[src/rtl/network_queue_arbiter.sv]
// Per-channel descriptor FIFOs feeding one registered output stage through a
// round-robin or time-sensitive-first arbiter.
module network_queue_arbiter #(
    parameter int unsigned NUM_CH      = 2,
    parameter int unsigned TAG_W       = 48,
    parameter int unsigned BUFID_W     = 9,
    parameter int unsigned FIFO_AW     = 3,
    parameter int unsigned TYPE_LSB    = 45,
    parameter int unsigned TS_TYPE_MAX = 2
) (
    input  logic                      i_clk,
    input  logic                      i_rst,
    input  logic [NUM_CH*TAG_W-1:0]   iv_tsntag,
    input  logic [NUM_CH*BUFID_W-1:0] iv_bufid,
    input  logic [NUM_CH-1:0]         iv_descriptor_wr,
    output logic [NUM_CH-1:0]         ov_descriptor_ack,
    input  logic                      i_sched_mode,
    output logic [TAG_W+BUFID_W-1:0]  ov_descriptor,
    output logic                      o_descriptor_wr,
    input  logic                      i_descriptor_ready,
    output logic [NUM_CH-1:0]         ov_queue_full,
    output logic [NUM_CH-1:0]         ov_queue_empty,
    output logic                      o_overflow_pulse,
    output logic                      o_pkt_cnt_pulse
);
    localparam int unsigned DW    = TAG_W + BUFID_W;
    localparam int unsigned DEPTH = 1 << FIFO_AW;
    localparam int unsigned CNT_W = FIFO_AW + 1;
    localparam int unsigned CH_W  = $clog2(NUM_CH);

    logic [DW-1:0]      mem_q     [NUM_CH][DEPTH];
    logic [FIFO_AW-1:0] wptr_q    [NUM_CH];
    logic [FIFO_AW-1:0] wptr_d    [NUM_CH];
    logic [FIFO_AW-1:0] rptr_q    [NUM_CH];
    logic [FIFO_AW-1:0] rptr_d    [NUM_CH];
    logic [CNT_W-1:0]   cnt_q     [NUM_CH];
    logic [CNT_W-1:0]   cnt_d     [NUM_CH];
    logic [DW-1:0]      head_desc [NUM_CH];
    logic [DW-1:0]      in_desc   [NUM_CH];
    logic [2:0]         head_type [NUM_CH];

    logic [NUM_CH-1:0]  full_q, full_d, empty_q, empty_d, ack_q, ack_d;
    logic [NUM_CH-1:0]  push, pop, ts_head, cand;
    logic [CH_W-1:0]    rr_q, rr_d, grant;
    logic [DW-1:0]      out_desc_q, out_desc_d;
    logic               out_wr_q, out_wr_d, ovf_q, ovf_d, pkt_q, pkt_d;
    logic               found, load;
    int unsigned        arb_idx;

    always_comb begin
        for (int unsigned k = 0; k < NUM_CH; k++) begin
            in_desc[k]   = {iv_tsntag[k*TAG_W +: TAG_W], iv_bufid[k*BUFID_W +: BUFID_W]};
            head_desc[k] = mem_q[k][rptr_q[k]];
            head_type[k] = head_desc[k][BUFID_W+TYPE_LSB +: 3];
            ts_head[k]   = !empty_q[k] && (head_type[k] <= 3'(TS_TYPE_MAX));
        end
        // Time-sensitive heads narrow the candidate set; RR then runs inside it.
        cand = (i_sched_mode && (|ts_head)) ? ts_head : ~empty_q;

        found   = 1'b0;
        grant   = '0;
        arb_idx = 0;
        for (int unsigned i = 0; i < NUM_CH; i++) begin
            arb_idx = i + 32'(rr_q);
            if (arb_idx >= NUM_CH) arb_idx = arb_idx - NUM_CH;
            if (!found && cand[CH_W'(arb_idx)]) begin
                found = 1'b1;
                grant = CH_W'(arb_idx);
            end
        end

        load       = !out_wr_q || i_descriptor_ready;
        out_wr_d   = out_wr_q;
        out_desc_d = out_desc_q;
        rr_d       = rr_q;
        if (load) begin
            out_wr_d = found;
            if (found) begin
                out_desc_d = head_desc[grant];
                rr_d       = (grant == CH_W'(NUM_CH - 1)) ? '0 : grant + CH_W'(1);
            end
        end
        pkt_d = out_wr_q && i_descriptor_ready;

        // A pop in the same cycle frees the slot, so a full FIFO still accepts.
        ovf_d = 1'b0;
        for (int unsigned k = 0; k < NUM_CH; k++) begin
            pop[k]    = load && found && (grant == CH_W'(k));
            push[k]   = iv_descriptor_wr[k] && !ack_q[k] && (!full_q[k] || pop[k]);
            ovf_d     = ovf_d | (iv_descriptor_wr[k] && !ack_q[k] && full_q[k] && !pop[k]);
            ack_d[k]  = push[k];
            wptr_d[k] = wptr_q[k] + FIFO_AW'(push[k]);
            rptr_d[k] = rptr_q[k] + FIFO_AW'(pop[k]);
            cnt_d[k]  = cnt_q[k] + CNT_W'(push[k]) - CNT_W'(pop[k]);
            full_d[k]  = (cnt_d[k] == CNT_W'(DEPTH));
            empty_d[k] = (cnt_d[k] == '0);
        end
    end

    always_ff @(posedge i_clk) begin
        if (i_rst) begin
            for (int unsigned k = 0; k < NUM_CH; k++) begin
                wptr_q[k] <= '0;
                rptr_q[k] <= '0;
                cnt_q[k]  <= '0;
            end
            full_q     <= '0;
            empty_q    <= '1;
            ack_q      <= '0;
            rr_q       <= '0;
            out_wr_q   <= 1'b0;
            out_desc_q <= '0;
            ovf_q      <= 1'b0;
            pkt_q      <= 1'b0;
        end else begin
            for (int unsigned k = 0; k < NUM_CH; k++) begin
                wptr_q[k] <= wptr_d[k];
                rptr_q[k] <= rptr_d[k];
                cnt_q[k]  <= cnt_d[k];
            end
            full_q     <= full_d;
            empty_q    <= empty_d;
            ack_q      <= ack_d;
            rr_q       <= rr_d;
            out_wr_q   <= out_wr_d;
            out_desc_q <= out_desc_d;
            ovf_q      <= ovf_d;
            pkt_q      <= pkt_d;
        end
    end

    always_ff @(posedge i_clk) begin
        for (int unsigned k = 0; k < NUM_CH; k++) begin
            if (push[k]) mem_q[k][wptr_q[k]] <= in_desc[k];
        end
    end

    assign ov_descriptor_ack = ack_q;
    assign ov_descriptor     = out_desc_q;
    assign o_descriptor_wr   = out_wr_q;
    assign ov_queue_full     = full_q;
    assign ov_queue_empty    = empty_q;
    assign o_overflow_pulse  = ovf_q;
    assign o_pkt_cnt_pulse   = pkt_q;
endmodule
[config.mk]
export PLATFORM = sky130hd
export DESIGN_NAME = network_queue_arbiter
export DESIGN_NICKNAME = d
export VERILOG_FILES = /design/src/rtl/network_queue_arbiter.sv
export SDC_FILE = /design/constraint.sdc
export NUM_CORES = 1
export LEC_CHECK = 0
export ABC_AREA = 1
export CAP_MARGIN = 20
export CORE_ASPECT_RATIO = 0.6
export CORE_MARGIN = 5
export CORE_UTILIZATION = 30
export CTS_BUF_LIST = sky130_fd_sc_hd__clkbuf_8 sky130_fd_sc_hd__clkbuf_16
export DETAILED_ROUTE_END_ITERATION = 12
export GPL_ROUTABILITY_DRIVEN = 0
export PLACE_DENSITY = 0.51
export SLEW_MARGIN = 20
export SYNTH_ARGS = -nofsm -noshare
export SYNTH_HDL_FRONTEND = slang
export SYNTH_SLANG_ARGS = --single-unit
[constraint.sdc]
create_clock -name i_clk -period 5.2 [get_ports i_clk]
set_input_delay 1.56 -clock i_clk [delete_from_list [all_inputs] [get_ports i_clk]]
set_output_delay 1.56 -clock i_clk [all_outputs]
set_load 0.02 [all_outputs]
=== Word level (Yosys, flattened, before mapping) ===
Memory sizes are Yosys's and may differ from the RTL's.
Index checks and enable logic that the tools add are counted.

* Flip-flop bits (word level): 67
* Memory bits (writable): 932
* Input port bits: 120
* Memories: 4

{| class="wikitable"
|+ Memories
! name !! words !! width !! rd ports !! clocked after Yosys merged registers in !! wr ports !! line !! source
|-
| mem_q || 2 || 456 || 2 || 0 || 2 || 31 || <nowiki>logic [DW-1:0] mem_q [NUM_CH][DEPTH];</nowiki>
|-
| cnt_q || 2 || 4 || 2 || 0 || 2 || 36 || <nowiki>logic [CNT_W-1:0] cnt_q [NUM_CH];</nowiki>
|-
| rptr_q || 2 || 3 || 2 || 0 || 2 || 34 || <nowiki>logic [FIFO_AW-1:0] rptr_q [NUM_CH];</nowiki>
|-
| wptr_q || 2 || 3 || 2 || 0 || 2 || 32 || <nowiki>logic [FIFO_AW-1:0] wptr_q [NUM_CH];</nowiki>
|}

* $add $sub $neg: 12
* Order comparisons: 13
* Eq/ne operators: 2
* Muxes and demuxes: 38
* Bitwise logic cells: 14
* Reductions and logical operators: 35

{| class="wikitable"
|+ Operator list
! cell !! count
|-
| 456-bit 2-to-1 mux || 2
|-
| 57-bit 2-to-1 mux || 9
|-
| 57-bit binary-select mux with 3-bit select || 2
|-
| 57-bit demux with 3-bit select || 2
|-
| 1-bit logical AND || 18
|-
| 4-bit greater-or-equal comparator, second input constant || 4
|-
| 1-bit 2-to-1 mux || 16
|-
| 3-bit inverter with 4-bit output || 4
|-
| 3-bit by 1-bit adder with 3-bit output || 4
|-
| 3-bit 2-to-1 mux || 4
|-
| 1-bit zero test || 10
|-
| 4-bit by 1-bit adder with 4-bit output || 2
|-
| 4-bit == test, second input constant || 2
|-
| 4-bit zero test || 2
|-
| 4-bit by 1-bit less-than comparator with 1-bit output, second input constant || 2
|-
| 4-bit 2-to-1 mux || 2
|-
| 4-bit by 1-bit subtractor with 4-bit output || 2
|-
| 1-bit OR || 7
|-
| 3-bit by 2-bit less-or-equal comparator with 1-bit output, second input constant || 2
|-
| 2-bit greater-or-equal comparator, second input constant || 2
|-
| 1-bit by 2-bit less-than comparator with 1-bit output, second input constant || 2
|-
| 1-bit logical OR || 3
|-
| 1-bit by 1-bit adder with 2-bit output, first input constant || 1
|-
| 1-bit by 2-bit greater-or-equal comparator with 1-bit output, second input constant || 1
|-
| other kinds (8) || 9
|}

=== Logic depth before layout (Yosys ltp) ===
Gate-level depths: netlist of the first run.
An unclocked memory read counts as a cell.

* Depth after elaboration: 23
* Depth in mapped cells: 24
* Mapped depth without buffers: 22

=== Least setup slack after synthesis of the first run ===
No wires, ideal clock.

* Path kind: input to register
* From: input i_descriptor_ready
* To: memory mem_q[0][456] (netlist name), enable pin
* Library setup time: 0.472 ns
* Arrival time: 4.896 ns
* Required time: 4.728 ns
* Path slack: -0.168 ns
* Stages on the path: 9
* Path buffers: 1
* Path through: nor2_1 inv_1 nand2_1 inv_2 buf_1 nand3_1 nand2_1 nand2_2 nor2_1

{| class="wikitable"
|+ RTL lines
! what !! line !! source
|-
| start, declared || 20 || <nowiki>input logic i_descriptor_ready,</nowiki>
|-
| end, declared || 31 ||
|}

==> results of run 1 <==
[cells in the mapped netlist]
cell / n
a211oi_1: 1
a21o_1: 1
a21oi_1: 111
a31oi_1: 1
a31oi_4: 1
a32o_1: 108
buf_1: 30
buf_2: 27
buf_4: 2
buf_6: 4
clkbuf_1: 158
clkinv_1: 1
dfxtp_1: 87
edfxtp_1: 912
fa_1: 2
ha_1: 16
inv_1: 145
inv_2: 4
nand2_1: 652
nand2_2: 4
nand3_1: 163
nand3_2: 2
nand3b_1: 1
nand4_1: 57
nor2_1: 267
o21ai_0: 326
o21ai_1: 1
o22ai_1: 108
xnor2_1: 5
xor2_1: 5
[layout make-up]
type                            instances  share of cell area [%]
Antenna cell                            6                  0.0323
Timing Repair Buffer                  231                    5.10
Clock inverter                         72                    1.40
Sequential cell                       999                    62.7
Tap cell                             1732                    4.66
Multi-Input combinational cell       1832                    19.6
Clock buffer                           98                    5.25
Inverter                              150                    1.26
[critical path, stage by stage (launching register included)]
cell     delay, ns
dfxtp_2       0.53
buf_4         0.67
nand3_1       0.19
nand2_1       0.10
nand2_1       0.05
nand2_1       0.11
nor2_1        0.05
nand2_1       0.07
o21ai_1       0.06
nand3_2       0.11
nand2_2       0.06
nand2_2       0.09
nand2_1       0.07
nand2_2       0.41
inv_1         0.15
ha_1          0.26
fa_1          0.38
xnor2_1       0.25
nand3_1       0.12
o21ai_0       0.16
[sequential cells by signal (all words and copies together), names as in the netlist, 2 cells and up]
register           flops
cnt_q                  8
mem_q                912
ov_descriptor         57
ov_descriptor_ack      2
ov_queue_empty         2
ov_queue_full          2
rptr_q                 6
wptr_q                 6
[layer usage]
layer	vias to the layer above	track usage (%)	part of all wire, %
met3	135	2.81	5.2
met2	596	21.9	43
met5	-	0	0
met4	0	3.68	2.0
met1	12400	23.4	50
li1	11800	-	-
[power by group through the flow]
stage	Sequential [W]	Clock (W)	Combinational [W]
final	0.00974	0.00703	0.00599
after global routing	0.00979	0.00757	0.00673
after CTS	0.00975	0.00722	0.00609
after detailed placement	0.00992	0	0.00607
after global placement	0.00992	0	0.00606
after floorplan	0.00994	0	0.00383
[kinds of logic (layout without fill, tap and decap cells)]
family                     after synthesis  count (layout)
AOI/OAI and AO/OA                      658             658
xor gates and xnor gates                10              10
adders and majority gates               18              18
buffers and inverters                  371             551
DFF                                    999             999
other                                    0               6
and+or+nand+nor                       1146            1146
[per-stage QoR]
step                utilization, %  setup TNS [ns]  cells  hold slack, ns
detailed placement            33.0               0   4944           0.440
CTS                           35.4               0   5114           0.451
finish                        35.4               0   5120           0.452
global placement              33.0               0   4944           0.441
global route                  35.4               0   5118           0.467
floorplan                        -          -95.15   3202           0.445
[worst paths after layout]
kind / cells after the start / startpoint / slack [ns] / end
setup / recovery: 19 / rptr_q[0][4] / 1.24 / ov_queue_empty[0]
hold / removal: 2 / o_descriptor_wr / 0.45 / o_pkt_cnt_pulse
setup reg to reg: 19 / rptr_q[0][4] / 1.24 / ov_queue_empty[0]
hold reg to reg: 2 / o_descriptor_wr / 0.45 / o_pkt_cnt_pulse
==> out/summary.txt, run 1 <==
layout cell share with drive strength beyond 1: 6.30%
net count after synthesis: 3340
Synth Area in Simple Gates: 11.8%
antenna violations before repair: 7
post-route ant nets: 0
die width: 479 um
Fin. Hold Viols: 0
fmax: 0.253 GHz
critical path capture point type: flop
Starting DRT DRC Count: 2279
CTS max path bufs: 3
most frequent cells in the layout: 912 x edfxtp_1, 651 x nand2_1, 326 x o21ai_0, 251 x nor2_1, 185 x clkdlybuf4s50_1
gr usage total: 15.2%
htree depth: 3
Post-route DRC: 0
Fill cells: 12800
critical path type: reg2reg
Switch Pwr: 0.00743 W
CTS root buf: clkbuf_16
Clock power frac: 30.9%
routed vias: 24900
Num CTS Buffers: 91
fin crit period: 3.96 ns
Hold Buf Count CTS: 0
CORE AREA: 0.131 mm2
worst skew pair latency: 0.68 ns
WL final: 108 mm
maximum vdd drop: 0.000311 V
HPWL Detailed: 61.6 mm
pwr/cell area: 490 mW/mm2
number of iterations in the first detailed-routing pass: 5
Final WS setup: 1.24 ns
vias per cell: 4.87
setup bufs post-CTS: 0
Post-CTS Resized: 0
Compound-Gate Fraction of Synth Area: 10.1%
Crit path required time: 5.80 ns
Static Leak: 16.4 nW
most common cell after layout, fill and taps aside: edfxtp_1
RSZ-0062 raised after global routing: no
startpoint types: flop
Seq. cell area: 0.0291 mm2
area of the multi-input gates: 0.00912 mm2
mux share of post-synthesis cell area: 0%
Layout Nets: 3443
Tcrit/Tclk final: 76.1%
Initial Util: 30.1%
mean post-synth cell area: 12.4 um2
die height: 291 um
Synth cell types: 30
Yosys top cell area share: 69.2%
Seq cells post-synth: 999
Pint: 0.0153 W
hold crit path type: reg2reg
endpoints failing setup: 0
first-pass GRT wire length: 162 mm
Die ar.: 0.140 mm2
I/O Buffers: 185
Reg clk slew, reported paths: 0.07 ns
status: finished, final reports clean
Critical Path AT: 4.56 ns
largest net degree at the start of global routing: 201
Setup WS pre-CTS: 0.793 ns
Flop pwr share: 42.8%
dominant cell type by area after synthesis: edfxtp_1
I/O pin cnt: 186
switching share of power: 32.6%
main combinational cell family by area after synthesis: simple AND/OR/NAND/NOR gates
synth warn: 0
Worst Skew: 0.0274 ns
CP Max Fanout: 51
final instance area: 0.0465 mm2
FP Rows: 103
total gr overflow: 0
synth top area cells: edfxtp_1 69%, nand2_1 6.2%, dfxtp_1 4.4%, o21ai_0 4.1%, a32o_1 2.7%
sequential share of the synthesized area: 73.6%
Slew Limit Headroom: 17.9%
vias in the first global route: 23700
CTS tree: built
Final Max Tran Viols: 0
Num Clock Sinks: 999
Post-Synth Adder-Cell Area: 0.607%
area growth from synthesis to layout: 17.4%
Synth Cell Area: 0.0396 mm2
combinational cell fraction of total power: 26.3%
Post-Synth XOR/XNOR Area: 0.221%
wire per inst: 21.2 um
worst slew pin tran: 1.23 ns
total power: 0.0228 W
total of max-cap violations: 0
synthesized instance count: 3202
placed instance area: 0.0434 mm2
(Power assumes the default switching activity.)
==> run 2: changes to the inputs <==
clock period = 3.2 ns   (was 5.2 ns; I/O delays follow)
==> run 2 against run 1 <==
Compared with the run above:
- clock power is 55% higher
- global-route usage is 0.12 points higher
- die area stayed put
- clock skew is 0.010 ns lower
- sequential power is 62% higher
- setup slack worse by 1.1 ns
- power is 66% higher
- critical endpoint unchanged
==> out/summary.txt, run 2 (synthesized netlist as in run 1, its figures left out) <==
status: finished, final reports clean
reg2reg end: ov_queue_empty[0]
endpoints failing setup: 0
vias in the first global route: 24300
buffers and inverters on the worst path: 5
die width: 479 um
number of iterations in the first detailed-routing pass: 5
FP Rows: 103
worst hold stages: 2
pwr/cell area: 783 mW/mm2
fmax: 0.331 GHz
Fin. Hold Viols: 0
largest net degree at the start of global routing: 191
total gr overflow: 0
reg-to-reg critical path startpoint: rptr_q[0][3]
layout cell share with drive strength beyond 1: 10.5%
Crit path required time: 3.81 ns
most common cell after layout, fill and taps aside: edfxtp_1
worst skew pair latency: 0.67 ns
I/O Buffers: 185
critical path's slowest cell: fa_2
Worst Skew: 0.0173 ns
Starting DRT DRC Count: 2125
Worst R2R Setup Slack: 0.18 ns
Placed Instances: 5072
Hold EP: o_pkt_cnt_pulse
area growth from synthesis to layout: 21.6%
Finished Layout Cells: 5257
gr usage total: 15.3%
htree depth: 3
CTS root buf: clkbuf_16
antenna violations before repair: 9
Num Clock Sinks: 999
fin crit period: 3.02 ns
maximum vdd drop: 0.000562 V
CP dominant cell by count: nand2_1
Worst Hold Launch: o_descriptor_wr
first-pass GRT wire length: 164 mm
CP max stage delay: 0.44 ns
wire per inst: 20.8 um
max reg flops: 912
Post-route DRC: 0
Static Leak: 17.3 nW
Min Hold Slack: 0.454 ns
Die ar.: 0.140 mm2
die height: 291 um
hold crit path type: reg2reg
post-route ant nets: 0
critical path capture point type: flop
critical path type: reg2reg
worst slew pin tran: 1.27 ns
family with the most delay on the worst path: simple AND/OR/NAND/NOR gates
CORE AREA: 0.131 mm2
I/O pin cnt: 186
R2R cell count: 21
startpoint types: flop
CP Max Fanout: 7
Initial Util: 30.1%
final instance area: 0.0481 mm2
CTS tree: built
Final Max Tran Viols: 0
CTS max path bufs: 3
Tcrit/Tclk final: 94.3%
vias per cell: 4.85
WL final: 109 mm
total of max-cap violations: 0
Critical Path AT: 3.62 ns
Reg clk slew, reported paths: 0.07 ns
routed vias: 25500
placed instance area: 0.0450 mm2
CP Cell Sequence: buf_4 -> nand2_1 -> nand3_1 -> nand2_1 -> nand2_1 -> nand2_1 -> nand2_1 -> nand2_1 -> o21ai_2 -> nand3_2 -> buf_4 -> nand2_2 -> nand2_2 -> inv_1 -> ha_1 -> inv_1 -> ha_2 -> fa_2 -> inv_2 -> nand3_2 -> o21ai_0
Num CTS Buffers: 93
Slew Limit Headroom: 15.5%
most frequent cells in the layout: 912 x edfxtp_1, 650 x nand2_1, 325 x o21ai_0, 249 x nor2_1, 185 x clkdlybuf4s50_1
Layout Nets: 3588
HPWL Detailed: 68.5 mm
-- run 2: cell types whose count changed in the layout (fill, tap and decap cells not counted), sizes merged --
cell and change:
buf +143, bufinv -7, clkbuf +3, clkinv +5, clkinvlp +1, diode -2
inv -6
-- run 2: report_power, final --
| group | switching, W | internal [W] | total (W) |
|---|---|---|---|
| combinational | 0.00693 | 0.00402 | 0.0110 |
| sequential | 0.000550 | 0.0153 | 0.0158 |
| clock | 0.00489 | 0.00604 | 0.0109 |
| total | 0.0124 | 0.0253 | 0.0377 |
-- run 2: layout make-up --
cell class | instances | area [um2]
diodes | 4 | 10.0
clock buffers | 101 | 2480
clock inverters | 65 | 450
fillers | 12700 | 83200
inverters | 150 | 586
multi-input cells | 1832 | 9170
flip-flops and latches | 999 | 29100
well taps | 1732 | 2170
repair buffers | 374 | 4120
-- run 2: how the worst max path moves through the flow --
stage / startpoint / to / depth (start not counted)
finish: rptr_q[0][3] / ov_queue_empty[0] / 21
global route: rptr_q[0][0] / ov_queue_empty[1] / 19
CTS: rptr_q[0][3] / ov_queue_empty[1] / 20
detailed placement: i_sched_mode / ov_queue_empty[0] / 14
global placement: i_sched_mode / ov_queue_empty[0] / 15
floorplan: i_descriptor_ready / mem_q[0][342] / 9
-- run 2: what timing repair did --
| action | 4_1_cts | 5_1_grt |
|---|---|---|
| endpoints found under the setup margin | 1 | 10 |
| hold endpoints to repair | 0 | 0 |
| hold buffers | 0 | 0 |
| pin swaps | 0 | 6 |
| gates resized for setup | 0 | 22 |
| gates cloned | 0 | 0 |
| buffers inserted | 4 | 11 |
-- run 2: worst min-delay path, stage by stage (launching register included) --
cell and delay [ns]:
dfxtp_1 0.32, nand2_1 0.06, nor2_1 0.03
-- run 2: stage by stage --
stage	setup slack, ns	setup TNS [ns]	power [W]	util, %
floorplan	-0.483	-220.28	0.0224	-
global placement	-0.431	-77.04	0.0269	34.3
detailed placement	-0.416	-83.00	0.0269	34.3
CTS	0.0150	0	0.0379	36.5
global route	-0.0268	-0.0332	0.0398	36.6
finish	0.181	0	0.0377	36.6
-- run 2: layer usage --
| layer | share of wire [%] | vias up | global-route usage [%] |
|---|---|---|---|
| met5 | 0 | - | 0 |
| met4 | 1.5 | 0 | 2.80 |
| met3 | 5.5 | 119 | 2.98 |
| met2 | 44 | 632 | 22.8 |
| met1 | 49 | 12600 | 23.3 |
| li1 | - | 12100 | - |
==> run 3: changes to the inputs <==
CAP_MARGIN = 0   (was 20)
DONT_BUFFER_PORTS = 1   (was not set)
GPL_TIMING_DRIVEN = 0   (was not set)
PLACE_DENSITY = 0.49   (was 0.51)
==> run 3 against run 2 <==
Compared with the run above:
- the flow now finishes with violations (setup timing)
- largest power group unchanged
- fmax down 8.2%
- critical path depth unchanged
- die area is the same
- critical endpoint is now mem_q[0][304]
- final cell count up 1.6%
- setup slack lost 0.27 ns
- first-iteration DRC count grew 58%
- sequential share of layout area fell by 1.0 points
==> out/summary.txt, run 3 (synthesized netlist as in run 1, its figures left out) <==
RSZ-0062 raised after global routing: yes
Setup WS pre-CTS: -1.34 ns
pwr/cell area: 795 mW/mm2
Num CTS Buffers: 91
most common cell after layout, fill and taps aside: edfxtp_1
total gr overflow: 0
CP Max Fanout: 7
antenna violations before repair: 2
setup TNS: -5.94 ns
CP dominant cell by count: nand2_2
CP max stage delay: 0.41 ns
Metal-1 WL: 66.6 mm
die width: 479 um
CTS max path bufs: 3
wire per inst: 25.7 um
max reg flops: 912
vias in the first global route: 25000
Num Clock Sinks: 999
R2R cell count: 21
Hold EP: mem_q[0][42]
FP Rows: 103
critical path's slowest cell: dfxtp_4
highest routed layer: met4
Tcrit/Tclk final: 103%
Initial Util: 30.1%
Placed Instances: 4981
number of iterations in the first detailed-routing pass: 6
Layout Nets: 3673
Fin. Hold Viols: 0
Final WS setup: -0.0886 ns
fin crit period: 3.29 ns
I/O pin cnt: 186
area growth from synthesis to layout: 23.7%
reg2reg end: mem_q[0][304]
status: complete, but fails checks
buffers and inverters on the worst path: 7
maximum vdd drop: 0.000415 V
die height: 291 um
Reg clk slew, reported paths: 0.07 ns
endpoints failing setup: 155
Static Leak: 17.6 nW
CTS root buf: clkbuf_16
CORE AREA: 0.131 mm2
CP Cell Sequence: inv_6 -> buf_6 -> nand2_1 -> nand3_2 -> nand2_2 -> nand2_2 -> nand2_2 -> nor2_2 -> nand2_2 -> o21ai_2 -> nand3_4 -> nand2_8 -> nand2_8 -> nand2_4 -> nand2_8 -> buf_8 -> buf_6 -> nor2_4 -> buf_12 -> buf_12 -> clkbuf_16
met2 routed WL: 52.3 mm
Slew Limit Headroom: 43.4%
worst skew pair latency: 0.70 ns
htree depth: 3
I/O Buffers: 0
HPWL Detailed: 88.4 mm
hold crit path type: in2reg
layout cell share with drive strength beyond 1: 13.9%
Final Max Tran Viols: 0
startpoint types: flop
Post-route DRC: 0
gr usage total: 17.9%
Die ar.: 0.140 mm2
vias per cell: 5.17
Fill cells: 12600
Worst Skew: 0.0237 ns
Critical Path Stages: 21
Core Util, Final: 37.3%
CTS tree: built
reg-to-reg critical path startpoint: rptr_q[0][3]
first-pass GRT wire length: 182 mm
critical path capture point type: flop
Critical Path AT: 3.69 ns
Worst R2R Setup Slack: -0.09 ns
largest net degree at the start of global routing: 39
Crit path required time: 3.60 ns
worst slew pin tran: 0.849 ns
post-route ant nets: 0
total of max-cap violations: 0
WL final: 137 mm
Finished Layout Cells: 5339
routed vias: 27600
failing checks: setup timing
worst hold stages: 0
Starting DRT DRC Count: 3366
metal3 WL: 16.1 mm
most frequent cells in the layout: 912 x edfxtp_1, 632 x nand2_1, 324 x o21ai_0, 247 x nor2_1, 153 x clkbuf_1
family with the most delay on the worst path: simple AND/OR/NAND/NOR gates
Worst Hold Launch: iv_tsntag[33]
critical path type: reg2reg
fmax: 0.304 GHz
==> run 3: worst max-delay path by stage <==
stage / start / to / slack, ns
after detailed placement: rptr_q[0][2] / mem_q[0][474] / -1.34
after global placement: rptr_q[0][3] / mem_q[0][193] / -3.48
after CTS: rptr_q[0][3] / mem_q[0][300] / -0.05
after global routing: rptr_q[0][3] / mem_q[0][300] / -0.16
final: rptr_q[0][3] / mem_q[0][304] / -0.09
after floorplan: i_descriptor_ready / mem_q[0][342] / -0.48
==> run 3: layout make-up <==
cell class,instances,area (um2),area share [%]
Inverter,150,591,1.21
Buffer,219,1030,2.11
Tap cell,1732,2170,4.43
Antenna cell,4,10.0,0.0204
Clock inverter,68,533,1.09
Sequential cell,999,29100,59.5
Timing Repair Buffer,242,3680,7.52
Clock buffer,93,2330,4.75
Multi-Input combinational cell,1832,9480,19.4
==> run 3: stage by stage <==
stage	area (um2)	hold WS [ns]	total power [W]
floorplan	39700	0.445	0.0224
global placement	41800	0.462	0.0263
detailed placement	42900	0.467	0.0265
finish	49000	0.358	0.0389
global route	49000	0.317	0.0408
CTS	46800	0.304	0.0383
==> run 3: power breakdown <==
group          leakage [nW]  switching [W]  total, W  internal [W]
registers              8.99       0.000964    0.0162        0.0153
clock network          1.47        0.00497    0.0109       0.00598
logic                  7.17        0.00784    0.0118       0.00394
==> run 3: repair_timing <==
action,CTS,global route
setup buffers,65,84
hold buffers,0,0
cloned,5,47
setup endpoints to repair,967,743
resized for setup,125,116
pin swaps,32,38
==> run 3: per-layer routing <==
layer  vias to the layer above  GRT usage [%]
met5                         -              0
met4                         0           3.88
met3                       128           5.93
met2                      1236           23.6
met1                     13900           28.1
li1                      12300              -
